$ cat config.mk
export PLATFORM = sky130hd
export DESIGN_NAME = ps2_host_tx
export DESIGN_NICKNAME = d
export VERILOG_FILES = /design/src/rtl/ps2_host_tx.sv
export SDC_FILE = /design/constraint.sdc
export NUM_CORES = 1
export LEC_CHECK = 0
export ABC_AREA = 1
export ABC_CLOCK_PERIOD_IN_PS = 1700
export BUFFER_PORTS_ARGS = -buffer_cell sky130_fd_sc_hd__clkbuf_2
export CORE_MARGIN = 1.5
export CORE_UTILIZATION = 30
export CTS_BUF_LIST = sky130_fd_sc_hd__clkbuf_16
export CTS_CLUSTER_DIAMETER = 60
export DETAILED_ROUTE_END_ITERATION = 8
export GPL_TIMING_DRIVEN = 0
export PLACE_DENSITY = 0.49
export SYNTH_ARGS = -nofsm -noshare
export SYNTH_HDL_FRONTEND = slang
export SYNTH_SLANG_ARGS = --single-unit
export TNS_END_PERCENT = 100
$ cat constraint.sdc
create_clock -name clk_i -period 1.7 [get_ports clk_i]
set_input_delay 0.17 -clock clk_i [delete_from_list [all_inputs] [get_ports clk_i]]
set_output_delay 0.17 -clock clk_i [all_outputs]
set_load 0.005 [all_outputs]
$ cat src/rtl/ps2_host_tx.sv
// PS/2 host-to-device transmitter: inhibit, request-to-send, clock out 8 data bits,
// odd parity and stop bit on device falling edges, then check the device ack.
module ps2_host_tx #(
  parameter int unsigned INHIBIT_CYCLES = 5000,
  parameter int unsigned TIMEOUT_CYCLES = 750000,
  parameter int unsigned FILTER_LEN     = 8
) (
  input  logic       clk_i,
  input  logic       rst_i,
  input  logic       tx_valid_i,
  input  logic [7:0] tx_data_i,
  output logic       tx_ready_o,
  input  logic       ps2c_i,
  input  logic       ps2d_i,
  output logic       ps2c_oe_o,
  output logic       ps2d_oe_o,
  output logic       busy_o,
  output logic       tx_done_o,
  output logic       tx_err_o
);

  localparam int unsigned CNT_MAX = (INHIBIT_CYCLES > TIMEOUT_CYCLES) ? INHIBIT_CYCLES : TIMEOUT_CYCLES;
  localparam int unsigned CNT_W   = $clog2(CNT_MAX + 1);
  localparam int unsigned FLT_W   = $clog2(FILTER_LEN + 1);
  localparam int unsigned IDX_W   = 3;

  typedef enum logic [3:0] {
    S_IDLE, S_INHIBIT, S_RTS, S_START, S_DATA, S_PARITY, S_STOP, S_ACK, S_WAIT_REL
  } state_t;

  logic [1:0]       c_sync, d_sync;
  logic             c_filt, d_filt, c_filt_q;
  logic [FLT_W-1:0] c_fcnt, d_fcnt;
  logic             fall;

  state_t           state, state_n;
  logic [CNT_W-1:0] cnt, cnt_n;
  logic [IDX_W-1:0] idx, idx_n;
  logic [7:0]       data, data_n;
  logic             par, par_n;
  logic             c_oe, c_oe_n, d_oe, d_oe_n;
  logic             ready, ready_n, busy, busy_n;
  logic             done, done_n, err, err_n;
  logic             timeout;

  // Synchronise the asynchronous pads, then require FILTER_LEN stable samples to change.
  always_ff @(posedge clk_i) begin
    if (rst_i) begin
      c_sync   <= 2'b11;
      d_sync   <= 2'b11;
      c_filt   <= 1'b1;
      d_filt   <= 1'b1;
      c_filt_q <= 1'b1;
      c_fcnt   <= '0;
      d_fcnt   <= '0;
    end else begin
      c_sync   <= {c_sync[0], ps2c_i};
      d_sync   <= {d_sync[0], ps2d_i};
      c_filt_q <= c_filt;
      if (c_sync[1] == c_filt) begin
        c_fcnt <= '0;
      end else if (c_fcnt == FLT_W'(FILTER_LEN - 1)) begin
        c_filt <= c_sync[1];
        c_fcnt <= '0;
      end else begin
        c_fcnt <= c_fcnt + FLT_W'(1);
      end
      if (d_sync[1] == d_filt) begin
        d_fcnt <= '0;
      end else if (d_fcnt == FLT_W'(FILTER_LEN - 1)) begin
        d_filt <= d_sync[1];
        d_fcnt <= '0;
      end else begin
        d_fcnt <= d_fcnt + FLT_W'(1);
      end
    end
  end

  assign fall    = c_filt_q & ~c_filt;
  assign timeout = (cnt == CNT_W'(TIMEOUT_CYCLES - 1));

  always_ff @(posedge clk_i) begin
    if (rst_i) begin
      state <= S_IDLE;
      cnt   <= '0;
      idx   <= '0;
      data  <= '0;
      par   <= 1'b0;
      c_oe  <= 1'b0;
      d_oe  <= 1'b0;
      ready <= 1'b1;
      busy  <= 1'b0;
      done  <= 1'b0;
      err   <= 1'b0;
    end else begin
      state <= state_n;
      cnt   <= cnt_n;
      idx   <= idx_n;
      data  <= data_n;
      par   <= par_n;
      c_oe  <= c_oe_n;
      d_oe  <= d_oe_n;
      ready <= ready_n;
      busy  <= busy_n;
      done  <= done_n;
      err   <= err_n;
    end
  end

  always_comb begin
    state_n = state;
    cnt_n   = cnt;
    idx_n   = idx;
    data_n  = data;
    par_n   = par;
    c_oe_n  = c_oe;
    d_oe_n  = d_oe;
    done_n  = 1'b0;
    err_n   = 1'b0;

    // Device-clocked phase: every falling edge restarts the timeout window.
    if (state inside {S_START, S_DATA, S_PARITY, S_STOP, S_ACK, S_WAIT_REL}) begin
      cnt_n = fall ? '0 : cnt + CNT_W'(1);
      if (!fall && timeout) begin
        state_n = S_IDLE;
        c_oe_n  = 1'b0;
        d_oe_n  = 1'b0;
        err_n   = 1'b1;
      end
    end

    case (state)
      S_IDLE: begin
        c_oe_n = 1'b0;
        d_oe_n = 1'b0;
        if (tx_valid_i && ready) begin
          data_n  = tx_data_i;
          par_n   = ~^tx_data_i;
          cnt_n   = '0;
          c_oe_n  = 1'b1;
          state_n = S_INHIBIT;
        end
      end
      S_INHIBIT: begin
        if (cnt == CNT_W'(INHIBIT_CYCLES - 1)) begin
          cnt_n   = '0;
          d_oe_n  = 1'b1;
          state_n = S_RTS;
        end else begin
          cnt_n = cnt + CNT_W'(1);
        end
      end
      S_RTS: begin
        cnt_n   = '0;
        idx_n   = '0;
        c_oe_n  = 1'b0;
        d_oe_n  = 1'b1;
        state_n = S_START;
      end
      S_START: begin
        if (fall) begin
          d_oe_n  = ~data[0];
          idx_n   = IDX_W'(1);
          state_n = S_DATA;
        end
      end
      S_DATA: begin
        if (fall) begin
          d_oe_n = ~data[idx];
          idx_n  = idx + IDX_W'(1);
          if (idx == IDX_W'(7)) state_n = S_PARITY;
        end
      end
      S_PARITY: begin
        if (fall) begin
          d_oe_n  = ~par;
          state_n = S_STOP;
        end
      end
      S_STOP: begin
        if (fall) begin
          d_oe_n  = 1'b0;
          state_n = S_ACK;
        end
      end
      S_ACK: begin
        if (fall) begin
          if (!d_filt) begin
            state_n = S_WAIT_REL;
          end else begin
            err_n   = 1'b1;
            state_n = S_IDLE;
          end
        end
      end
      S_WAIT_REL: begin
        // A release seen in the timeout cycle still counts as success.
        if (c_filt && d_filt) begin
          err_n   = 1'b0;
          done_n  = 1'b1;
          state_n = S_IDLE;
        end
      end
      default: begin
        c_oe_n  = 1'b0;
        d_oe_n  = 1'b0;
        state_n = S_IDLE;
      end
    endcase
  end

  assign ready_n = (state_n == S_IDLE);
  assign busy_n  = (state_n != S_IDLE);

  assign tx_ready_o = ready;
  assign ps2c_oe_o  = c_oe;
  assign ps2d_oe_o  = d_oe;
  assign busy_o     = busy;
  assign tx_done_o  = done;
  assign tx_err_o   = err;

endmodule
==> metrics.md <==
| Metric | Value |
|---|---|
| Crit path buf inv count | `2` |
| Data required time of the worst path | `between 1.5 and 2 ns` |
| Antenna violations before repair | `0` |
| Aggregate negative setup slack | `0 ns` |
| Data arrival time at the worst-slack endpoint | `about 1.8 ns` |
| Pre-CTS setup slack | `-0.1771 ns` |
| Antenna viol nets, final | `0` |
| MaxCap Viol Count | `0` |
| Buffer levels on the longest clock path | `2` |
| Number of nets in the final layout | `~540` |
| Achievable Freq | `616.8 MHz` |
| Pwr Density | `861.9 nW/um2` |
| Slew @ Worst Pin | `0.9038 ns` |
| Final Hold Slack | `between 0.015 and 0.02 ns` |
| Maximum number of pins on one net before global-route repair | `13` |
| Buffers added on ports | `17` |
| Post-synthesis average cell area | `about 6.7 um2` |
| Die Y-Extent | `around 110 um` |
| H-tree lvl count | `3` |
| Instance area after placement | `roughly 3500 um2` |
| Portion of the post-synthesis area used by sequential elements | `around a third` |
| Number of global-route vias before repair | `about 3.0k` |
| Number of DRC markers in iteration 0 | `143` |
| RSZ-0062 raised after global routing | `true` |
| Leading cell type in the layout, fill and taps excluded | `nand2_1` |
| Wire per inst | `roughly 13 um` |
| Detailed-routing iteration count for the pre-antenna-repair pass | `5` |
| Biggest area contributors in the synthesized netlist | `dfxtp_1, nand2_1, nor2_1` |
| Die Footprint | `about 11,000 um2` |
| Routed vias/inst | `4.729` |
| Sink count of the clock tree | `57` |
| Number of synthesized register bits | `57` |
| Post-Syn Nets | `500` |
| Remaining global-route overflow | `0` |
| Yosys warns | `0` |
| Total global routing track utilization | `~16%` |
| Global Route met3 Usage | `about 4.3%` |
| Final Hold Viols | `0` |
| Wire length of the first global-routing pass | `roughly 14,000 um` |
| Number of distinct library cells after synthesis | `between 40 and 50` |
| Status | `finished clean` |
| CTS buffer count | `9` |
| Peak supply drop | `roughly 410 uV` |
| Cell type of the slowest stage on the worst timing path | `dfxtp_4` |
| Worst-Skew Late Latency | `about 0.34 ns` |
| Busiest layer in global routing | `met2` |
| Std-Cell Core Area | `10,420 um2` |
| Cell type with the largest total area after synthesis | `dfxtp_1` |
| Crit end category | `flop` |
| Root buffer cell | `clkbuf_16` |
| Number of failing setup endpoints in the final timing report | `0` |
| Placement row count | `37` |
| Worst setup margin | `0.07881 ns` |
| Netlist area before placement | `about 3200 um2` |
| Post-synth top area share | `between 30% and 40%` |
| GR Util met1 | `approximately a fifth` |
| Post-route clock period utilization | `95.36%` |
| Pins over their slew limit | `0` |
| Crit-path max cell delay | `between 0.3 and 0.4 ns` |
| Kind of start point of the critical path | `flop` |
| Met2 usage in global routing | `25.96%` |
| Clock edge transition at the registers on the reported setup and hold paths | `about 0.060 ns` |
| Synth Instances | `482` |
| Worst Hold Class | `in -> reg` |
| Most frequent cells in the layout | `nand2_1, nor2_1, inv_1` |
| Layout Skew | `~0.011 ns` |
| Standby leakage power | `about 1.7 nW` |
| Layout overhead on the synthesized area | `31.38%` |
| Design area | `approximately 4300 um2` |
| Minimum period implied by the final worst setup slack | `1.621 ns` |
| DP Wirelength | `6151 um` |
| Final wirelength | `between 8000 and 9000 um` |
| Family with the most delay on the worst path | `simple AND/OR/NAND/NOR gates` |
| Ratio of cells with drive above 1 in the final layout | `34.09%` |
| I/O pins | `19` |
| Die boundary width | `about 110 um` |
| Critical-path cell list | `inv_2 > nor2_4 > nand2_2 > nand2_2 > nor2_4 > nand2_4 > nand2_4 > buf_4 > nand2_1 > nand2_1 > a21oi_1 > nor2_1` |
| Initial Utilization | `between 30 and 40%` |
| Final Wtd Congestion | `between 0.8 and 0.9` |
| TritonCTS clock tree | `yes` |
| Number of diodes | `0` |
| Critical setup path kind | `reg -> reg` |
| Vias | `between 3k and 4k` |
| DRC | `0` |
| Highest net fanout along the worst path | `6` |
| Relative slew margins | `between 30% and 40%` |
[stage by stage]
stage	std cells	utilization, %	power, mW
after global routing	664	40.89	3.819
after global placement	635	33.57	1.693
after floorplan	482	-	1.609
after CTS	661	38.35	3.727
final	664	40.89	3.671
after detailed placement	635	33.57	1.694
[power breakdown]
part / internal (mW) / leakage, nW / switching [mW]
sequential: 1.36 / 0.475 / 0.0233
clock: 1.29 / 0.156 / 0.690
combinational: 0.119 / 1.11 / 0.184
total: 2.77 / 1.74 / 0.898
[path summary, 6_finish.rpt]
check	start	end	slack (ns)	cells past startpoint
setup / recovery	state[2]	ps2d_oe_o	0.08	12
hold / removal	ps2d_i	d_sync[0]	0.02	2
setup reg to reg	state[2]	ps2d_oe_o	0.08	12
hold reg to reg	c_sync[0]	c_sync[1]	0.41	1
[area by class of cell]
type,count,area [um2]
sequential,57,1190
inverter,57,217.7
clock inverter,7,102.6
clock buffer,9,225.2
timing repair buffer,31,190.2
tap,136,170.2
multi-input combinational,357,2083
buffer,10,80.08
fill,1078,6157
[cell families (layout without fill, tap and decap cells)]
group                      count (synthesis)  in the layout  share of synthesized area (%)
and+or+nand+nor                          258            258                          35.24
AOI/OAI and AO/OA                         81             81                          15.21
buffers and inverters                     68            114                          8.915
DFF                                       57             57                          35.20
xor gates and xnor gates                  13             13                          3.512
adders and majority gates                  5              5                          1.930
[sequential cells by signal (all words and copies together) (netlist names), 2 cells and up]
signal / flops
c_fcnt: 4
c_sync: 2
cnt: 20
d_fcnt: 4
d_sync: 2
data: 8
idx: 3
state: 4
[metal layers]
metal / routed length (um) / vias up / share of wire (%)
met5: 0 / - / 0
met4: 128 / 0 / 1.5
met1: 4022 / 1457 / 48
met2: 4033 / 41 / 48
met3: 268 / 12 / 3.2
li1: - / 1630 / -
[cell usage after synthesis]
| library cell | n |
|---|---|
| a221oi_1 | 1 |
| nand3_1 | 25 |
| xor2_1 | 6 |
| nor2_1 | 70 |
| o21ai_2 | 2 |
| o211ai_1 | 5 |
| and3_1 | 1 |
| nand4_1 | 3 |
| a211o_1 | 1 |
| xnor2_1 | 7 |
| dfxtp_1 | 57 |
| a21oi_2 | 6 |
| nand3_2 | 1 |
| nor4_1 | 1 |
| inv_1 | 51 |
| o22ai_1 | 2 |
| nor2_4 | 3 |
| nor3b_1 | 2 |
| or2_2 | 5 |
| a211oi_2 | 2 |
| clkinv_1 | 1 |
| nand2_2 | 6 |
| nand2_4 | 4 |
| a21oi_1 | 33 |
| buf_6 | 4 |
| nand2_1 | 124 |
| nor3_1 | 5 |
| o2111ai_1 | 1 |
| inv_2 | 5 |
| clkbuf_1 | 6 |
| ha_1 | 5 |
| o21ai_1 | 1 |
| o31ai_1 | 1 |
| nor3_2 | 2 |
| a22oi_1 | 3 |
| nand3b_1 | 2 |
| o21ai_0 | 21 |
| nor2_2 | 4 |
| a211oi_1 | 1 |
| o221ai_1 | 1 |
| buf_4 | 1 |
[worst reg2reg max path: cells and delay by family, from the launching register on]
family	cells	cell delay [ns]
AO/OA/AOI/OAI	1	0.13
flip-flops	1	0.38
buffers and inverters	2	0.20
AND/OR/NAND/NOR	9	0.78
[timing repair]
item / CTS / global route
setup endpoints to repair: 23 / 35
buffers inserted: 10 / 4
pin swaps: 4 / 17
hold buffers: 0 / 0
resized for setup: 32 / 88
(Power assumes the default switching activity.)
